`src/rtl/pcf8591_pkg.sv`:
```
// Shared definitions for the PCF8591 scan controller.
//   state_t        : scan FSM state encoding (3 bits, also exported on dbg_state)
//   PCF_CTRL_AINn  : PCF8591 control words, single-ended, no auto-increment,
//                    analog output disabled
//   lowest_ch()    : lowest enabled channel of a 4-bit mask
//   ctrl_word()    : control word for a channel number
package pcf8591_pkg;

  typedef enum logic [2:0] {
    S_IDLE      = 3'd0,
    S_WAIT_TICK = 3'd1,
    S_ISSUE     = 3'd2,
    S_WAIT_DONE = 3'd3,
    S_STORE     = 3'd4,
    S_NEXT      = 3'd5
  } state_t;

  localparam logic [7:0] PCF_CTRL_AIN0 = 8'h00;
  localparam logic [7:0] PCF_CTRL_AIN1 = 8'h01;
  localparam logic [7:0] PCF_CTRL_AIN2 = 8'h02;
  localparam logic [7:0] PCF_CTRL_AIN3 = 8'h03;

  localparam int TMO_W = 21;

  function automatic logic [1:0] lowest_ch(input logic [3:0] mask);
    lowest_ch = 2'd0;
    for (int i = 3; i >= 0; i--) begin
      if (mask[i]) lowest_ch = 2'(i);
    end
  endfunction

  function automatic logic [7:0] ctrl_word(input logic [1:0] ch);
    case (ch)
      2'd0:    ctrl_word = PCF_CTRL_AIN0;
      2'd1:    ctrl_word = PCF_CTRL_AIN1;
      2'd2:    ctrl_word = PCF_CTRL_AIN2;
      default: ctrl_word = PCF_CTRL_AIN3;
    endcase
  endfunction

endpackage

```
`src/rtl/scan_tick_gen.sv`:
```
// Scan period generator.
//   clk, rst      : clock, synchronous active-high reset
//   enable        : counter runs 0..SCAN_DIV-1 while high, held at 0 otherwise
//   consume       : scan FSM has used the pending tick
//   tick_pending  : a period boundary has passed and not yet been consumed
// At most one tick is remembered; a scan overrunning the period simply
// starts the next one as soon as it finishes.
module scan_tick_gen #(
  parameter int SCAN_DIV = 500_000
) (
  input  logic clk,
  input  logic rst,
  input  logic enable,
  input  logic consume,
  output logic tick_pending
);

  localparam int CW = $clog2(SCAN_DIV);

  logic [CW-1:0] cnt_q;
  logic          wrap;

  assign wrap = enable && (cnt_q == CW'(SCAN_DIV - 1));

  always_ff @(posedge clk) begin
    if (rst) begin
      cnt_q        <= '0;
      tick_pending <= 1'b0;
    end else begin
      if (!enable || wrap) cnt_q <= '0;
      else                 cnt_q <= cnt_q + 1'b1;
      // A fresh wrap wins over a same-cycle consume: the new tick is real.
      if (wrap)         tick_pending <= 1'b1;
      else if (consume) tick_pending <= 1'b0;
    end
  end

endmodule

```
`src/rtl/pcf8591_scan_ctrl.sv`:
```
// PCF8591 channel scanner: walks AIN0..AIN3 (per ch_mask) once per scan
// period through the `ad` byte reader, drops the stale byte after each
// control-word change and keeps the latest byte per channel.
//   clk, rst     : 50 MHz clock, synchronous active-high reset
//   enable       : run scanning
//   ch_mask      : bit n enables AINn, sampled at scan start only
//   adc_req      : one-cycle read request to `ad`
//   adc_ctrl     : PCF8591 control word {6'b0, ch}
//   adc_done     : one-cycle completion from `ad`, adc_data valid with it
//   adc_data     : conversion byte
//   ch_data      : AINn result at [8n+7:8n]
//   ch_valid     : sticky, AINn has been stored at least once
//   sample_stb   : one-cycle pulse when a ch_data byte updates
//   sample_ch    : channel of the update
//   scan_done    : one-cycle pulse at the end of each scan
//   timeout_err  : sticky, some request went unanswered
//   dbg_state    : current FSM state
//
// Handshake with `ad`: adc_req is high for exactly the ISSUE cycle and
// adc_ctrl holds steady from then until the matching adc_done. Only one
// request is ever outstanding; adc_done is honoured only in WAIT_DONE and
// ignored in every other state.
module pcf8591_scan_ctrl
  import pcf8591_pkg::*;
#(
  parameter int SCAN_DIV = 500_000,
  parameter int TIMEOUT  = 2_000_000,
  parameter int DISCARD  = 1
) (
  input  logic        clk,
  input  logic        rst,
  input  logic        enable,
  input  logic [3:0]  ch_mask,
  output logic        adc_req,
  output logic [7:0]  adc_ctrl,
  input  logic        adc_done,
  input  logic [7:0]  adc_data,
  output logic [31:0] ch_data,
  output logic [3:0]  ch_valid,
  output logic        sample_stb,
  output logic [1:0]  sample_ch,
  output logic        scan_done,
  output logic        timeout_err,
  output logic [2:0]  dbg_state
);

  state_t             state_q, state_d;
  logic [3:0]         mask_q;
  logic [1:0]         ch_q, ch_d;
  logic [1:0]         last_ch;
  logic               first_flag;
  logic [1:0]         disc_cnt;
  logic [TMO_W-1:0]   tmo_cnt;
  logic               tick_pending, tick_consume, load_mask;
  logic               has_next;
  logic [1:0]         next_ch;
  logic               tmo_hit, store_hit;

  scan_tick_gen #(.SCAN_DIV(SCAN_DIV)) u_tick (
    .clk          (clk),
    .rst          (rst),
    .enable       (enable),
    .consume      (tick_consume),
    .tick_pending (tick_pending)
  );

  // Lowest enabled channel strictly above the current one.
  always_comb begin
    has_next = 1'b0;
    next_ch  = ch_q;
    for (int i = 3; i >= 0; i--) begin
      if (mask_q[i] && (i > int'(ch_q))) begin
        has_next = 1'b1;
        next_ch  = 2'(i);
      end
    end
  end

  // tmo_cnt is 0 in the ISSUE cycle, so this fires in the last WAIT_DONE
  // cycle and timeout_err shows up exactly TIMEOUT cycles after adc_req.
  assign tmo_hit   = (tmo_cnt == TMO_W'(TIMEOUT - 1));
  assign store_hit = (state_q == S_WAIT_DONE) && adc_done && (disc_cnt == 2'd0);

  always_comb begin
    state_d      = state_q;
    ch_d         = ch_q;
    load_mask    = 1'b0;
    tick_consume = 1'b0;
    case (state_q)
      S_IDLE: begin
        if (enable && (ch_mask != 4'd0)) begin
          load_mask    = 1'b1;
          tick_consume = 1'b1;
          ch_d         = lowest_ch(ch_mask);
          state_d      = S_ISSUE;
        end
      end
      S_WAIT_TICK: begin
        if (!enable) begin
          state_d = S_IDLE;
        end else if (tick_pending) begin
          load_mask    = 1'b1;
          tick_consume = 1'b1;
          if (ch_mask == 4'd0) begin
            state_d = S_IDLE;
          end else begin
            ch_d    = lowest_ch(ch_mask);
            state_d = S_ISSUE;
          end
        end
      end
      S_ISSUE: state_d = S_WAIT_DONE;
      S_WAIT_DONE: begin
        if (adc_done) begin
          if (disc_cnt != 2'd0) state_d = enable ? S_ISSUE : S_IDLE;
          else                  state_d = S_STORE;
        end else if (tmo_hit) begin
          state_d = S_NEXT;
        end
      end
      S_STORE: state_d = S_NEXT;
      S_NEXT: begin
        if (!enable) begin
          state_d = S_IDLE;
        end else if (has_next) begin
          ch_d    = next_ch;
          state_d = S_ISSUE;
        end else if (tick_pending) begin
          // Overrunning scan: the tick is already here, so restart straight
          // away instead of spending a cycle in WAIT_TICK.
          load_mask    = 1'b1;
          tick_consume = 1'b1;
          if (ch_mask == 4'd0) begin
            state_d = S_IDLE;
          end else begin
            ch_d    = lowest_ch(ch_mask);
            state_d = S_ISSUE;
          end
        end else begin
          state_d = S_WAIT_TICK;
        end
      end
      default: state_d = S_IDLE;
    endcase
  end

  always_ff @(posedge clk) begin
    if (rst) begin
      state_q     <= S_IDLE;
      mask_q      <= 4'd0;
      ch_q        <= 2'd0;
      last_ch     <= 2'd0;
      first_flag  <= 1'b1;
      disc_cnt    <= 2'd0;
      tmo_cnt     <= '0;
      ch_data     <= 32'd0;
      ch_valid    <= 4'd0;
      timeout_err <= 1'b0;
    end else begin
      state_q <= state_d;
      ch_q    <= ch_d;
      if (load_mask) mask_q <= ch_mask;

      // The discard budget is reloaded only when the control word changes;
      // re-issues on the same channel keep counting it down.
      if (state_q == S_ISSUE) begin
        if ((ch_q != last_ch) || first_flag) disc_cnt <= 2'(DISCARD);
        last_ch    <= ch_q;
        first_flag <= 1'b0;
      end else if ((state_q == S_WAIT_DONE) && adc_done && (disc_cnt != 2'd0)) begin
        disc_cnt <= disc_cnt - 2'd1;
      end

      if (state_d == S_ISSUE)  tmo_cnt <= '0;
      else if (tmo_cnt != '1)  tmo_cnt <= tmo_cnt + 1'b1;

      // Byte is written on the adc_done edge so ch_data and sample_stb
      // both change in the STORE cycle.
      if (store_hit) begin
        for (int n = 0; n < 4; n++) begin
          if (ch_q == 2'(n)) begin
            ch_data[8*n +: 8] <= adc_data;
            ch_valid[n]       <= 1'b1;
          end
        end
      end

      if ((state_q == S_WAIT_DONE) && !adc_done && tmo_hit) timeout_err <= 1'b1;
    end
  end

  assign adc_req    = (state_q == S_ISSUE);
  assign adc_ctrl   = ctrl_word(ch_q);
  assign sample_stb = (state_q == S_STORE);
  assign sample_ch  = ch_q;
  assign scan_done  = (state_q == S_NEXT) && !has_next;
  assign dbg_state  = state_q;

endmodule

```
`config.mk`:
```
export PLATFORM = sky130hd
export DESIGN_NAME = pcf8591_scan_ctrl
export DESIGN_NICKNAME = d
export VERILOG_FILES = /design/src/rtl/pcf8591_pkg.sv /design/src/rtl/scan_tick_gen.sv /design/src/rtl/pcf8591_scan_ctrl.sv
export SDC_FILE = /design/constraint.sdc
export NUM_CORES = 1
export LEC_CHECK = 0
export BUFFER_PORTS_ARGS = -buffer_cell sky130_fd_sc_hd__buf_2
export CORE_MARGIN = 2
export CORE_UTILIZATION = 54
export DETAILED_ROUTE_END_ITERATION = 12
export PLACE_DENSITY = 0.77
export SLEW_MARGIN = 10
export SYNTH_ARGS = -nofsm -noshare
export SYNTH_HDL_FRONTEND = slang
export SYNTH_SLANG_ARGS = --single-unit
```
`constraint.sdc`:
```
create_clock -name clk -period 2.2 [get_ports clk]
set_input_delay 0.44 -clock clk [delete_from_list [all_inputs] [get_ports clk]]
set_output_delay 0.44 -clock clk [all_outputs]
set_load 0.1 [all_outputs]
```
# Word level (Yosys, flattened, before mapping)
# Cells that the tools add are included.
# totals
out_inout_bits	53
wordCells	116
in_bits	16
reg_bits	92
# classes
reduce_logical	33
eq_ne	18
n_addsub	3
mux	41
magnitude_cmp	3
# op_table
operator	count
$mux 2	18
$mux 3	9
$add 21x1->21 const B	1
$eq 21x21->1 const B	1
$ne 21x21->1 const B	1
$add 19x1->19 const B	1
$eq 19x19->1 const B	1
$pmux 3 s6	1
$pmux 2 s3	2
$logic_and 1x1->1	11
$mux 1	10
$reduce_and 2->1	5
$eq 3x2->1 const B	3
$eq 3x3->1 const B	2
$ne 2x2->1 const B	3
$reduce_bool 2->1	3
$ne 5x5->1 const B	1
$reduce_and 5->1	1
$eq 2x2->1 const B	2
$gt 2x2->1 const A	2
$logic_not 2->1	2
$logic_not 4->1	1
$reduce_bool 4->1	1
$reduce_or 2->1	2
11 further kinds	14

# Logic depth before layout (Yosys ltp)
# logic_depth
depth_word	10
mapped_depth	9

# Cells and area by module
# Synthesis repeated with hierarchy kept, for this count alone.
# hier_totals
cells_unflattened	483
area_unflattened_um2	4219.0
# by_module_without_submodules
mod	n_inst	area_per_inst_um2	cells_per_inst
pcf8591_scan_ctrl	1	3289.4	378
scan_tick_gen	1	929.6	105

# Least setup slack after synthesis
# No wires, ideal clock.
# synth_path
path_kind	register -> output
start	register ch_q[0], in the netlist sample_ch[0]
end	output port scan_done
n_path_buf	1
required_ns	1.760
setup_slack_ns	-1.857
t_arrival_ns	3.617
stages_incl_launch_ff	5
cell_sequence	dfxtp_1 clkbuf_1 inv_1 o21a_1 nor3_1
# synth_between
elab_chain_len	7
word_cells_on_any_way	11
cone_classes	order compare: 3; mux: 3; reduce/logical: 5
# synth_rtl
item	line_no	text
from (decl)	pcf8591_scan_ctrl.sv:49	logic [1:0] ch_q, ch_d;
from (signal assigned)	pcf8591_scan_ctrl.sv:161	ch_q <= ch_d;
$gt 2x2->1	pcf8591_scan_ctrl.sv:72	if (mask_q[i] && (i > int'(ch_q))) begin
$logic_and 1x1->1	pcf8591_scan_ctrl.sv:72	
$mux 1 (2 in series)	pcf8591_scan_ctrl.sv:72	
$mux 1 (*)	pcf8591_scan_ctrl.sv:72	
$logic_not 1->1 (*)	pcf8591_scan_ctrl.sv:196	assign scan_done = (state_q == S_NEXT) && !has_next;
$logic_and 1x1->1 (*)	pcf8591_scan_ctrl.sv:196	
to (decl)	pcf8591_scan_ctrl.sv:42	output logic scan_done,
# Every way passes the cells marked *; elsewhere a longest branch is shown, timed or not.

# Worst setup path after layout
# layout_path
start	register tmo_cnt[7]
end	register tmo_cnt[11]
# layout_between
elab_chain_len	6
word_cells_on_any_way	8
cone_classes	add/sub: 1; eq/ne: 3; mux: 3; reduce/logical: 1
# layout_rtl
item	line_no	text
from (decl)	pcf8591_scan_ctrl.sv:53	logic [TMO_W-1:0] tmo_cnt;
from (signal assigned)	pcf8591_scan_ctrl.sv:175	else if (tmo_cnt != '1) tmo_cnt <= tmo_cnt + 1'b1;
$eq 21x21->1	pcf8591_scan_ctrl.sv:81	assign tmo_hit = (tmo_cnt == TMO_W'(TIMEOUT - 1));
$mux 3	pcf8591_scan_ctrl.sv:117	end else if (tmo_hit) begin
$mux 3	pcf8591_scan_ctrl.sv:114	if (adc_done) begin
$pmux 3 s6	pcf8591_scan_ctrl.sv:89	case (state_q)
$eq 3x2->1	pcf8591_scan_ctrl.sv:174	if (state_d == S_ISSUE) tmo_cnt <= '0;
$reduce_or 2->1 (no line)	--	
# Parallel ways exist; a longest one is shown, timed or not.
# A chain may end at the register's enable or synchronous reset.

==> results.yml <==
power:
  pwr-share-comb_pct: 13.9
  leak_pwr_nw: 1.99
  vdd_ir_drop_max_uv: 467
  switching_share_pct: 29.2
  switchingPower_mw: 1.01
  power_frac_seq_pct: 49.7
  p_total_mw: 3.47
  p_per_area_nw_per_um2: 700
  power.share.clock_pct: 36.4
  power.internal_mw: 2.45
global_routing:
  grt_max_degree: 72
  grt_pass1_vias: 3331
  initial_antenna_violation_count: 0
  gr-usage-all-layers_pct: 22.8
  grt_pass1_wl_mm: 15.5
  grt-ovfl-total: 0
synthesis:
  synth_largest_type_area_fraction_pct: 43.4
  yosys_warn_count: 0
  yosys-top-cells-area: "dfxtp_1, mux2i_1, nor2_1, nor3_2, xnor2_1"
  synth_enable_flop_cells: 0
  register_area_share_after_synthesis_pct: 43.4
  asyncSetResetFlopFracSynth_pct: 0
  synth.avg_cell_area_um2: 8.89
  number_of_instances_in_the_synthesized_netlist: 472
  synth_cell_types: 57
  ys_seq_elements: 91
  mappedNetlistArea_um2: 4190
  synth_flop_cell: "dfxtp_1"
  synth_top_area_cell: "dfxtp_1"
route:
  drc_errors: 0
  ant_nets: 0
  initialDrtViolationCount: 150
  routed-via-count: 3491
  via_per_inst: 5.40
  routed_wirelength_mm: 9.22
  drt-wirelength-per-cell_um: 14.3
  dr.pass1.iters: 4
timing:
  setup_viol: 0
  final_period_minus_worst_setup_slack_ns: 2.10
  worst_slew_margin_rel_pct: 60.9
  report.final.slew_viol_count: 0
  finalHoldWorstSlack_ns: 0.352
  final.setup.worst_slack_ns: 0.100
  unrepaired_setup_endpoints_after_global_routing: "no"
  layout_worst_path_cycle_share_pct: 95.4
  final.setup_skew_ns: 0.00646
  clock.fmax_ghz: 0.476
  tightest_slew_ns: 0.587
  hold_viol: 0
setup_path:
  cp.required_ns: 2.49
  r2r_cells: 7
  worstReg2RegEnd: "tmo_cnt[11]$_SDFFE_PP0P_"
  worst_ep_arrival_time_ns: 2.39
  path_class: "reg2reg"
  cp_capture_type: "flip-flop"
  reg2reg_from: "tmo_cnt[7]$_SDFFE_PP0P_"
  worst_setup_path_start_kind: "flip-flop"
  reg2reg_setup_slack_ns: 0.10
  critical_path.max_fanout: 5
floorplanning:
  initial_utilization_pct: 55.1
  dieArea_um2: 8490
  placementRows: 32
  die-width_um: 92.1
  fp.dieH_um: 92.1
  placeableCoreArea_um2: 7610
  num_io_pins: 69
clocking:
  reg_clk_slew_reported_paths_ns: 0.09
  tritoncts: "built"
  htree_levels: 3
  root_buffer: "clkbuf_8"
  cts_max_path_buffers: 2
  worst_skew_pair.late_latency_ns: 0.36
  cts_inserted_buffers: 9
  tritoncts_num_sinks: 91
  hold_buffers: 0
final_layout:
  syn_to_final_growth_pct: 18.1
  layout_cell_share_with_drive_strength_beyond_1_pct: 25.4
  post-route-util_pct: 65.1
  fillCellCount: 628
  final_area_um2: 4950
  most_frequent_cells_in_the_layout: "dfxtp_1, nor2_1, buf_2"
  number_of_nets_in_the_final_layout: 558
  layout.cells.most_common: "dfxtp_1"
  antenna_cells_inserted: 0
worst_hold_path:
  whs_endpoint: "ch_data[24]$_SDFFE_PP0P_"
  min_delay_path_depth: 3
  min_delay_startpoint: "adc_data[0]"
  hold_path.class: "in2reg"
placement:
  dp_wirelength_mm: 6.55
  port_buffers: 62
  globalplace.congestion: 0.948
  place_ws_ns: -0.0194
  placedInstanceArea_um2: 4730
flow_run:
  maxCapViolations: 0
status:
  outcome: "finished clean"
-- stage by stage --
step                TNS, ns  std cells
global placement          0        630
detailed placement  -0.0849        630
global route              0        646
floorplan             -1.21        477
CTS                       0        646
finish                    0        646
-- power groups by stage --
stage	sequential, mW	combinational (mW)	clock, mW
floorplan	1.81	0.325	0
detailed placement	1.76	0.478	0
CTS	1.72	0.481	1.28
finish	1.72	0.481	1.26
global placement	1.76	0.469	0
global route	1.73	0.512	1.34
-- synthesized netlist by cell type, types with 2 or more instances --
cell type,number
a21o_1,4
a21oi_1,21
a31oi_1,2
and2_1,3
and3_1,6
and4_1,3
buf_2,4
buf_4,6
buf_6,2
clkbuf_1,16
dfxtp_1,91
ha_1,3
inv_1,14
mux2i_1,31
nand2_1,36
nand2b_1,2
nand3_1,22
nand3_2,2
nand3b_1,3
nand4_1,7
nor2_1,73
nor2b_1,5
nor3_1,15
nor3_2,20
nor4_1,6
o21a_1,3
o21ai_0,8
or3_1,2
or4_1,2
xnor2_1,20
xor2_1,14
-- layout make-up --
cell class / instances / area (um^2) / share of cell area [%]
flip-flops and latches: 91 / 1840 / 37.2
repair buffers: 80 / 488 / 9.85
clock inverters: 7 / 100 / 2.02
clock buffers: 9 / 124 / 2.50
multi-input cells: 343 / 2220 / 44.7
inverters: 14 / 56.3 / 1.14
well taps: 102 / 128 / 2.58
-- critical path: stages, from the launching register on --
cell and delay, ns:
dfxtp_1 0.36, or4_4 0.56, nor4_4 0.32, nor2b_2 0.10, a221oi_4 0.23, a21oi_2 0.16
buf_4 0.18, nor3_2 0.11
-- flip-flops by register name (all words and copies together) (netlist names) --
register / cells
dbg_state: 3
last_ch: 2
sample_ch: 2
timeout_err: 1
u_tick.cnt_q: 19
ch_valid: 4
ch_data: 32
tmo_cnt: 21
u_tick.tick_pending: 1
disc_cnt: 2
mask_q: 3
first_flag: 1
-- worst max path at each step --
stage	to	cells after the start	slack, ns	startpoint
finish	tmo_cnt[11]$_SDFFE_PP0P_	7	0.10	tmo_cnt[7]$_SDFFE_PP0P_
global route	tmo_cnt[11]$_SDFFE_PP0P_	7	0.01	tmo_cnt[7]$_SDFFE_PP0P_
CTS	adc_req	4	0.02	dbg_state[0]$_SDFF_PP0_
detailed placement	tmo_cnt[0]$_SDFFE_PP0P_	7	-0.02	ch_mask[1]
global placement	tmo_cnt[14]$_SDFFE_PP0P_	6	0.05	ch_mask[1]
floorplan	tmo_cnt[0]$_SDFFE_PP0P_	8	-0.06	dbg_state[1]$_SDFF_PP0_
-- what timing repair did --
| item | in CTS | in global routing |
|---|---|---|
| buffers inserted | 0 | 0 |
| resized for setup | 0 | 2 |
| setup endpoints to repair | 0 | 2 |
-- cell families after synthesis --
family	count (synthesis)	synth area share, %
buf+inv	43	4.86
xor+xnor	34	7.10
flops	91	43.4
compound gates	51	7.94
other cells	1	0.0894
simple gates	218	28.3
mux	31	7.40
fa+ha+maj	3	0.895
-- metal layers --
layer	global-route usage, %	vias to the layer above	part of all wire (%)
met5	0	-	0
li1	-	1747	-
met4	6.97	0	1.4
met1	28.9	1620	44
met3	5.42	14	5.3
met2	38.5	110	49
Power figures use the tool's default switching activity.
